**config.mk**
```make
export PLATFORM = sky130hd
export DESIGN_NAME = alu_issue
export DESIGN_NICKNAME = d
export VERILOG_FILES = /design/src/rtl/alu_issue_pkg.sv /design/src/rtl/alu_issue_stage.sv /design/src/rtl/alu_issue.sv
export SDC_FILE = /design/constraint.sdc
export NUM_CORES = 1
export LEC_CHECK = 0
export CAP_MARGIN = 30
export CORE_AREA = 2 2 94 96
export DETAILED_ROUTE_END_ITERATION = 8
export DIE_AREA = 0 0 96 98
export SYNTH_ARGS = -nofsm -noshare
export SYNTH_HDL_FRONTEND = slang
export SYNTH_SLANG_ARGS = --single-unit
```
**constraint.sdc**
```tcl
create_clock -name i_clk -period 1.4 [get_ports i_clk]
set_clock_uncertainty 0.2 [all_clocks]
set_input_delay 0.21 -clock i_clk [delete_from_list [all_inputs] [get_ports i_clk]]
set_output_delay 0.21 -clock i_clk [all_outputs]
set_load 0.05 [all_outputs]
```
**src/rtl/alu_issue_pkg.sv**
```systemverilog
// Shared opcode encodings, flag bit positions and issue payload for the ALU
// and its issue/writeback front end.
package alu_issue_pkg;

  localparam int unsigned OP_W   = 7;
  localparam int unsigned DATA_W = 8;
  localparam int unsigned FLAG_W = 7;

  localparam logic [OP_W-1:0] MATH_ADD = 7'd1;
  localparam logic [OP_W-1:0] MATH_SUB = 7'd2;
  localparam logic [OP_W-1:0] MATH_AND = 7'd3;
  localparam logic [OP_W-1:0] MATH_OR  = 7'd4;
  localparam logic [OP_W-1:0] MATH_XOR = 7'd5;
  localparam logic [OP_W-1:0] MATH_CMP = 7'd6;
  localparam logic [OP_W-1:0] MATH_DIV = 7'd7;
  localparam logic [OP_W-1:0] MATH_MOD = 7'd8;

  // Flag packing, bit 6 down to bit 0: {undef, lt, eq, ovf, carry, one, zero}
  localparam int unsigned FLAG_ZERO  = 0;
  localparam int unsigned FLAG_ONE   = 1;
  localparam int unsigned FLAG_CARRY = 2;
  localparam int unsigned FLAG_OVF   = 3;
  localparam int unsigned FLAG_EQ    = 4;
  localparam int unsigned FLAG_LT    = 5;
  localparam int unsigned FLAG_UNDEF = 6;

  typedef struct packed {
    logic [OP_W-1:0]   op;
    logic [DATA_W-1:0] a;
    logic [DATA_W-1:0] b;
    logic              sgn;
  } issue_t;

  function automatic logic is_divide(input logic [OP_W-1:0] op);
    return (op == MATH_DIV) || (op == MATH_MOD);
  endfunction

endpackage

```
**src/rtl/alu_issue_stage.sv**
```systemverilog
// One-entry valid/ready pipeline register. The payload is only written on a
// load, so it keeps its last value after the entry drains.
module alu_issue_stage #(
  parameter int W = 8
) (
  input  logic         clk,
  input  logic         srst,
  input  logic         in_valid,
  output logic         in_ready,
  input  logic [W-1:0] in_data,
  output logic         out_valid,
  input  logic         out_ready,
  output logic [W-1:0] out_data
);

  logic         valid_reg;
  logic         valid_next;
  logic [W-1:0] data_reg;
  logic [W-1:0] data_next;

  // A full entry that is leaving this cycle can take a new one in its place.
  assign in_ready = !valid_reg || out_ready;

  always_comb begin
    valid_next = valid_reg;
    data_next  = data_reg;
    if (in_valid && in_ready) begin
      valid_next = 1'b1;
      data_next  = in_data;
    end else if (out_ready) begin
      valid_next = 1'b0;
    end
  end

  always_ff @(posedge clk) begin
    if (srst) begin
      valid_reg <= 1'b0;
      data_reg  <= '0;
    end else begin
      valid_reg <= valid_next;
      data_reg  <= data_next;
    end
  end

  assign out_valid = valid_reg;
  assign out_data  = data_reg;

endmodule

```
**src/rtl/alu_issue.sv**
```systemverilog
// Two-stage issue/writeback front end for the combinational ALU: registered
// issue stage, writeback stage with backpressure, status register and fault.
module alu_issue
  import alu_issue_pkg::*;
#(
  parameter int DEST_W = 3
) (
  input  logic              i_clk,
  input  logic              i_reset,
  input  logic              i_req_valid,
  output logic              o_req_ready,
  input  logic [OP_W-1:0]   i_req_op,
  input  logic [DATA_W-1:0] i_req_a,
  input  logic [DATA_W-1:0] i_req_b,
  input  logic              i_req_signed,
  input  logic [DEST_W-1:0] i_req_dest,
  output logic [DATA_W-1:0] o_alu_a,
  output logic [DATA_W-1:0] o_alu_b,
  output logic [OP_W-1:0]   o_alu_op,
  output logic              o_alu_signed,
  input  logic [DATA_W-1:0] i_alu_g,
  input  logic [FLAG_W-1:0] i_alu_flags,
  output logic              o_wb_valid,
  input  logic              i_wb_ready,
  output logic [DATA_W-1:0] o_wb_data,
  output logic [DEST_W-1:0] o_wb_dest,
  output logic [FLAG_W-1:0] o_status,
  output logic              o_fault,
  input  logic              i_fault_clr,
  output logic [7:0]        o_issue_count
);

  localparam int S1_W = $bits(issue_t) + DEST_W;
  localparam int S2_W = DATA_W + DEST_W;

  logic              fault_reg;
  logic              fault_next;
  logic [FLAG_W-1:0] status_reg;
  logic [FLAG_W-1:0] status_next;
  logic [7:0]        count_reg;
  logic [7:0]        count_next;

  logic              accept_en;
  logic              s1_in_valid;
  logic              s1_in_ready;
  logic              s1_valid;
  logic              s1_out_ready;
  logic [S1_W-1:0]   s1_in;
  logic [S1_W-1:0]   s1_data;
  issue_t            s1_req;
  logic [DEST_W-1:0] s1_dest;

  logic              s2_in_valid;
  logic              s2_in_ready;
  logic [S2_W-1:0]   s2_in;
  logic [S2_W-1:0]   s2_data;

  logic              retire;
  logic              div_fault;
  logic              writes_back;

  // No request is taken while faulted or during the clearing cycle itself.
  assign accept_en   = !fault_reg && !i_fault_clr;
  assign s1_in_valid = i_req_valid && accept_en;
  assign o_req_ready = accept_en && s1_in_ready;
  assign s1_in       = {i_req_op, i_req_a, i_req_b, i_req_signed, i_req_dest};

  alu_issue_stage #(.W(S1_W)) u_stage1 (
    .clk       (i_clk),
    .srst      (i_reset),
    .in_valid  (s1_in_valid),
    .in_ready  (s1_in_ready),
    .in_data   (s1_in),
    .out_valid (s1_valid),
    .out_ready (s1_out_ready),
    .out_data  (s1_data)
  );

  assign {s1_req, s1_dest} = s1_data;

  assign o_alu_a      = s1_req.a;
  assign o_alu_b      = s1_req.b;
  assign o_alu_op     = s1_req.op;
  assign o_alu_signed = s1_req.sgn;

  // Stage 1 may leave even for ops that skip stage 2, but only when stage 2
  // could have accepted a result, which keeps retire order simple.
  assign s1_out_ready = !fault_reg && s2_in_ready;
  assign retire       = s1_valid && s1_out_ready;
  assign div_fault    = is_divide(s1_req.op) && i_alu_flags[FLAG_UNDEF];
  assign writes_back  = !div_fault && (s1_req.op != MATH_CMP);
  assign s2_in_valid  = retire && writes_back;
  assign s2_in        = {i_alu_g, s1_dest};

  alu_issue_stage #(.W(S2_W)) u_stage2 (
    .clk       (i_clk),
    .srst      (i_reset),
    .in_valid  (s2_in_valid),
    .in_ready  (s2_in_ready),
    .in_data   (s2_in),
    .out_valid (o_wb_valid),
    .out_ready (i_wb_ready),
    .out_data  (s2_data)
  );

  assign {o_wb_data, o_wb_dest} = s2_data;

  // A divide fault raised on the same edge as a clear wins, so it is not lost.
  always_comb begin
    status_next = status_reg;
    count_next  = count_reg;
    fault_next  = fault_reg;
    if (retire) begin
      status_next = i_alu_flags;
      count_next  = count_reg + 8'd1;
    end
    if (retire && div_fault) fault_next = 1'b1;
    else if (i_fault_clr)    fault_next = 1'b0;
  end

  always_ff @(posedge i_clk) begin
    if (i_reset) begin
      fault_reg  <= 1'b0;
      status_reg <= '0;
      count_reg  <= '0;
    end else begin
      fault_reg  <= fault_next;
      status_reg <= status_next;
      count_reg  <= count_next;
    end
  end

  assign o_status      = status_reg;
  assign o_fault       = fault_reg;
  assign o_issue_count = count_reg;

endmodule

```
==> results.json, run 1 <==
{
  "switching_share_pct": 27.53,
  "finalSetupViolCount": 49,
  "clockBufferDepth": 2,
  "setup-tns-final_ns": -3.679,
  "syn_area_um2": 2454,
  "fmax_mhz": 636.6,
  "place_area_um2": 4187,
  "die_h_um": 98,
  "pre_cts_slack_ns": -0.4698,
  "multi_input_area_um2": 1393,
  "cts-root-buf": "clkbuf_8",
  "cts.sinks": 56,
  "p_seq_share_pct": 45.0,
  "ys_types": 37,
  "p_leak_nw": 1.929,
  "slew_viol_final": 0,
  "wirelength_mm": 7.084,
  "dp_hpwl_mm": 4.433,
  "syn_nets": 326,
  "crit_path_end_kind": "register",
  "p_per_area_nw_per_um2": 777.6,
  "drive_above_1_share_pct": 49.11,
  "fin_crit_sh_pct": 112.2,
  "pwr-share-comb_pct": 25.7,
  "io_buffers": 99,
  "regArea_um2": 1159,
  "hp-class": "in2reg",
  "ir_drop_mv": 0.4391,
  "fp-row-count": 34,
  "layout_setup_ws_ns": -0.1709,
  "post_drt_wl_per_cell_um": 14.14,
  "ys_seq_elements": 56,
  "final_cell_mix": "buf_12 (58), clkdlybuf4s50_1 (44), dfxtp_1 (40)",
  "cts_tree": "done",
  "grt_setup_unrepaired": "true",
  "fillers": 723,
  "overflow": 0,
  "drt-initial-drc-count": 45,
  "min_period_ns": 1.571,
  "finalHoldViolCount": 0,
  "syn_inst": 278,
  "ios": 100,
  "start_util_pct": 28.98,
  "worstMarginPinSlew_ns": 0.3245,
  "layout.nets": 440,
  "path_clk_slew_ns": 0.10,
  "internal-power_mw": 2.738,
  "violations": "negative setup slack",
  "ant_nets": 0,
  "grt_antenna_before_repair": 0,
  "slew_headroom_pct": 78.37,
  "worstPathArrival_ns": 1.58,
  "dieArea_um2": 9408,
  "max_cap_violations": 0,
  "cp_max_fo": 6,
  "outcome": "complete, but fails checks",
  "layout_commonest_cell": "buf_12",
  "numCtsBuffers": 5,
  "via_per_inst": 4.519,
  "yosys_warnings": 0,
  "via_count": 2264,
  "htreeDepth": 2,
  "drcViolationCount": 0,
  "syn_avg_cell_area_um2": 8.826,
  "grt_pass1_wl_mm": 11.37,
  "worstSkewPairLatency_ns": 0.31,
  "critPathKind": "reg2reg",
  "grt_pass1_vias": 2331,
  "dieWidth_um": 96,
  "design.core.area_um2": 8466,
  "grt_max_degree": 56,
  "area_growth_pct": 98.01,
  "cp-start-kind": "register",
  "diodes": 0,
  "crit_required_ns": 1.41,
  "dr.pass1.iters": 4,
  "grt_use_total_pct": 15.27,
  "power_frac_clock_pct": 29.3,
  "gp_congestion": 0.7141,
  "fin_area_um2": 4858,
  "switchingPower_mw": 1.040,
  "ys_seq_area_share_pct": 45.69
}
==> critical path, stage by stage, from the launching register on <==
cell,delay [ns]
dfxtp_2,0.35
nor2b_4,0.17
buf_4,0.12
nand4_1,0.19
o211a_4,0.27
o21ba_1,0.18
==> power by group through the flow <==
stage	combinational (mW)	sequential (mW)	clock, mW
3_5_place_dp	0.812	1.73	0
5_1_grt	1.02	1.71	1.21
2_1_floorplan	0.339	1.78	0
4_1_cts	0.963	1.70	1.17
3_3_place_gp	0.806	1.73	0
6_report	0.969	1.70	1.11
==> logic make-up after synthesis <==
| logic type | share of synthesized area, % |
|---|---|
| xor gates and xnor gates | 0.7141 |
| muxes | 8.822 |
| and+or+nand+nor | 22.79 |
| AOI/OAI and AO/OA | 10.40 |
| adders and majority gates | 0.5099 |
| DFF | 45.69 |
| buffers and inverters | 11.07 |
==> timing repair <==
action,in CTS,in global routing
endpoints found under the setup margin,57,63
hold buffers,0,0
cloned,5,1
resized for setup,75,36
pin swaps,12,9
buffers inserted,9,2
==> cell type report <==
type | instances | share of cell area (%)
Tap cell | 108 | 2.781
Clock inverter | 2 | 0.6953
Inverter | 4 | 0.3090
Timing Repair Buffer | 145 | 42.00
Clock buffer | 6 | 1.700
Sequential cell | 56 | 23.85
Multi-Input combinational cell | 180 | 28.66
==> cell usage after synthesis (all sizes together) <==
master  instances  area (um^2)
dfxtp          56         1121
nand2          54        202.7
buf            32        230.2
a21oi          28        140.1
nand2b         24        150.1
mux2i          19        190.2
nor2           19        71.32
clkbuf          7        26.28
inv             4        15.01
a311oi          3        26.28
a41o            3        30.03
and2            3        18.77
and3            3        23.77
nand4           3        18.77
nor2b           3        21.27
mux2            2        26.27
a31o            1        8.760
a32oi           1        8.760
a41oi           1        8.760
and2b           1        7.510
and4            1        8.760
ha              1        12.51
nand3           1        10.01
nand3b          1        7.510
nor3            1        10.01
nor4b           1        8.760
o211a           1        17.52
o21ai           1        5.000
o21ba           1        10.01
xnor2           1        8.760
xor2            1        8.760
==> metal layers <==
layer | up-vias | track usage (%) | wire, um
met3 | 7 | 4.784 | 486
met5 | - | 0 | 0
met1 | 1059 | 19.44 | 3106
met2 | 69 | 25.11 | 3430
li1 | 1129 | - | -
met4 | 0 | 3.407 | 59
==> path summary, 6_finish.rpt <==
kind | start | end | slack [ns] | depth (start not counted)
max | u_stage1.out_data[22] | u_stage2.out_valid | -0.17 | 5
min | i_reset | u_stage1.out_data[24] | 0.15 | 3
max reg2reg | u_stage1.out_data[22] | u_stage2.out_valid | -0.17 | 5
min reg2reg | u_stage1.out_data[0] | u_stage1.out_data[0] | 0.27 | 2
==> metrics by stage <==
stage	util (%)	total power, mW	cells	hold slack [ns]
3_5_place_dp	49.45	2.543	480	0.2536
5_1_grt	57.39	3.938	501	0.1609
2_1_floorplan	-	2.123	278	0.1460
3_3_place_gp	49.45	2.535	480	0.2474
4_1_cts	56.53	3.836	502	0.1220
6_report	57.39	3.778	501	0.1459
==> state kept, by name, summed over array words and instances, names as in the netlist <==
| name | flops |
|---|---|
| u_stage1.out_data | 27 |
| u_stage2.out_data | 11 |
| o_issue_count | 8 |
| o_status | 7 |
| o_fault | 1 |
| u_stage1.out_valid | 1 |
| u_stage2.out_valid | 1 |
(Power assumes the default switching activity.)
==> run 2, diff against run 1 <==
--- a/config.mk
+++ b/config.mk
@@ -5,10 +5,11 @@
 export SDC_FILE = /design/constraint.sdc
 export NUM_CORES = 1
 export LEC_CHECK = 0
+export ABC_AREA = 1
 export CAP_MARGIN = 30
-export CORE_AREA = 2 2 94 96
+export CORE_AREA = 2 2 95 97
 export DETAILED_ROUTE_END_ITERATION = 8
-export DIE_AREA = 0 0 96 98
+export DIE_AREA = 0 0 97 99
 export SYNTH_ARGS = -nofsm -noshare
 export SYNTH_HDL_FRONTEND = slang
 export SYNTH_SLANG_ARGS = --single-unit
==> constraint.sdc (replaced) <==
create_clock -name i_clk -period 1.4 [get_ports i_clk]
set_clock_uncertainty 0.2 [all_clocks]
set_input_delay 0.21 -clock i_clk [delete_from_list [all_inputs] [get_ports i_clk]]
set_output_delay 0.21 -clock i_clk [all_outputs]
set_load 0.005 [all_outputs]
==> results.json, run 2 <==
{
  "fmax_mhz": 625.1,
  "drcViolationCount": 0,
  "synth_most_common_cell": "nor2_1",
  "wirelength_mm": 7.142,
  "top_layer_used": "met4",
  "syn_nets": 367,
  "ys_types": 28,
  "start_util_pct": 29.34,
  "syn_avg_cell_area_um2": 7.864,
  "slew_headroom_pct": 82.32,
  "rrSetupSlack_ns": -0.14,
  "dieArea_um2": 9603,
  "finalSetupViolCount": 53,
  "cts-root-buf": "clkbuf_8",
  "syn_inst": 319,
  "dieWidth_um": 97,
  "cts.sinks": 56,
  "outcome": "complete, but fails checks",
  "worstSkewPairLatency_ns": 0.32,
  "p_leak_nw": 2.056,
  "wl_met3_um": 293,
  "min_period_ns": 1.600,
  "synth_ff_type": "dfxtp_1",
  "netlist.area_leader.share_pct": 44.69,
  "cp_max_fo": 3,
  "ios": 100,
  "io_buffers": 99,
  "drt-initial-drc-count": 19,
  "clockBufferDepth": 2,
  "cts_tree": "done",
  "grt_pass1_vias": 2281,
  "drive_above_1_share_pct": 53.65,
  "cp-start-kind": "register",
  "slew_viol_final": 0,
  "max_cap_violations": 0,
  "dp_hpwl_mm": 4.297,
  "grt_setup_unrepaired": "true",
  "worstPathArrival_ns": 1.19,
  "synth-edff-count": 0,
  "utilization_pct": 52.39,
  "crit_required_ns": 0.99,
  "hold_depth": 3,
  "grt_max_degree": 30,
  "path_clk_slew_ns": 0.11,
  "syn_area_um2": 2509,
  "ys_seq_elements": 56,
  "violations": "negative setup slack",
  "numCtsBuffers": 5,
  "layout_setup_ws_ns": -0.1998,
  "htreeDepth": 2,
  "hold_path_end": "o_status[3]",
  "layout_commonest_cell": "dlygate4sd2_1",
  "area_growth_pct": 78.55,
  "worstMarginPinSlew_ns": 0.2650,
  "design.core.area_um2": 8551,
  "cts_hold_buf": 0,
  "p_per_area_nw_per_um2": 818.7,
  "hp-class": "in2reg",
  "overflow": 0,
  "post_drt_wl_per_cell_um": 13.08,
  "grt_antenna_before_repair": 0,
  "layout.nets": 485,
  "wl_met1_mm": 3.110,
  "wl_met2_mm": 3.618,
  "ir_drop_mv": 0.4128,
  "crit_path_end_kind": "output pin",
  "holdCritStartpoint": "i_alu_flags[3]",
  "ant_nets": 0,
  "via_per_inst": 4.471,
  "rr_worst_depth": 7,
  "yosysTopAreaCell": "dfxtp_1",
  "netlist_top_cells_count": "nor2_1 (63), dfxtp_1 (56), nand2_1 (37)",
  "ys_seq_area_share_pct": 44.69,
  "dr.pass1.iters": 4,
  "grt_use_total_pct": 13.85,
  "largest_reg_flops": 27,
  "critPathKind": "reg2out",
  "fp-row-count": 34,
  "diodes": 0,
  "reg2reg_from": "o_fault",
  "via_count": 2441,
  "synthArstFlopShare_pct": 0,
  "pre_cts_slack_ns": -0.6865,
  "grt_pass1_wl_mm": 10.90,
  "synth.area.top_cells": "dfxtp_1 (45%), nor2_1 (9.4%), buf_4 (7.2%), a21oi_1 (6.2%), nand2_1 (5.5%)",
  "r2r_end": "u_stage1.out_data[11]",
  "finalHoldViolCount": 0,
  "gp_congestion": 0.7544,
  "fin_crit_sh_pct": 114.3,
  "yosys_warnings": 0,
  "die_h_um": 99,
  "final_cell_mix": "dlygate4sd2_1 (49), dfxtp_2 (48), clkdlybuf4s50_1 (44)"
}
-- run 2: how the worst max path moves through the flow --
stage	from	end	slack (ns)	cells past startpoint
final	o_fault	o_req_ready	-0.20	5
after global routing	o_fault	o_req_ready	-0.24	5
after CTS	o_fault	o_req_ready	-0.16	5
after detailed placement	i_wb_ready	o_req_ready	-0.69	7
after global placement	i_wb_ready	o_req_ready	-0.73	7
after floorplan	u_stage1.out_data[26]	u_stage2.out_data[0]	0.08	7
-- run 2: final cells by class --
type	instances	area [um^2]
clock buffer	6	82.58
timing repair buffer	147	1459
fill	804	4071
inverter	27	125.1
sequential	56	1181
timing repair inverter	3	48.80
multi-input combinational	197	1409
clock inverter	2	38.79
tap	108	135.1
-- run 2: routing by layer --
metal | vias up | track usage [%]
li1 | 1232 | -
met5 | - | 0
met2 | 58 | 24.09
met1 | 1140 | 16.88
met3 | 11 | 3.333
met4 | 0 | 4.550
-- run 2: report_power, final --
part           switching, mW  internal [mW]
Clock                  0.551          0.586
Combinational          0.354          0.433
Sequential            0.0540           1.69
-- run 2: kinds of logic (layout without fill, tap and decap cells) --
kind of cell / after synthesis / in the layout / share of synthesized area, %
flip-flops: 56 / 56 / 44.69
AO/OA/AOI/OAI: 64 / 64 / 12.97
adder cells (fa/ha/maj): 1 / 1 / 0.4987
buffers and inverters: 66 / 185 / 16.61
AND/OR/NAND/NOR: 130 / 130 / 24.54
XOR/XNOR: 2 / 2 / 0.6984
-- run 2: metrics by stage --
step | hold slack, ns | cells | TNS, ns | total power [mW] | cell area [um^2]
after detailed placement | 0.2455 | 514 | -23.49 | 2.371 | 3572
after floorplan | 0.07907 | 319 | 0 | 2.062 | 2509
final | 0.2391 | 546 | -5.376 | 3.667 | 4479
after global placement | 0.2391 | 514 | -22.89 | 2.363 | 3572
after CTS | 0.2265 | 543 | -4.577 | 3.620 | 4109
after global routing | 0.2393 | 546 | -8.672 | 3.844 | 4479
-- run 2: timing repair --
item	4_1_cts	5_1_grt
buffers inserted	16	4
gates resized for setup	205	94
setup endpoints to repair	95	59
pin swaps	24	27
cloned	5	2
-- run 2: worst max-delay path: stages, from the launching register on --
cell     delay, ns
dfxtp_2       0.35
inv_2         0.06
nand2_2       0.06
nand2_2       0.05
nor3b_2       0.19
buf_2         0.15
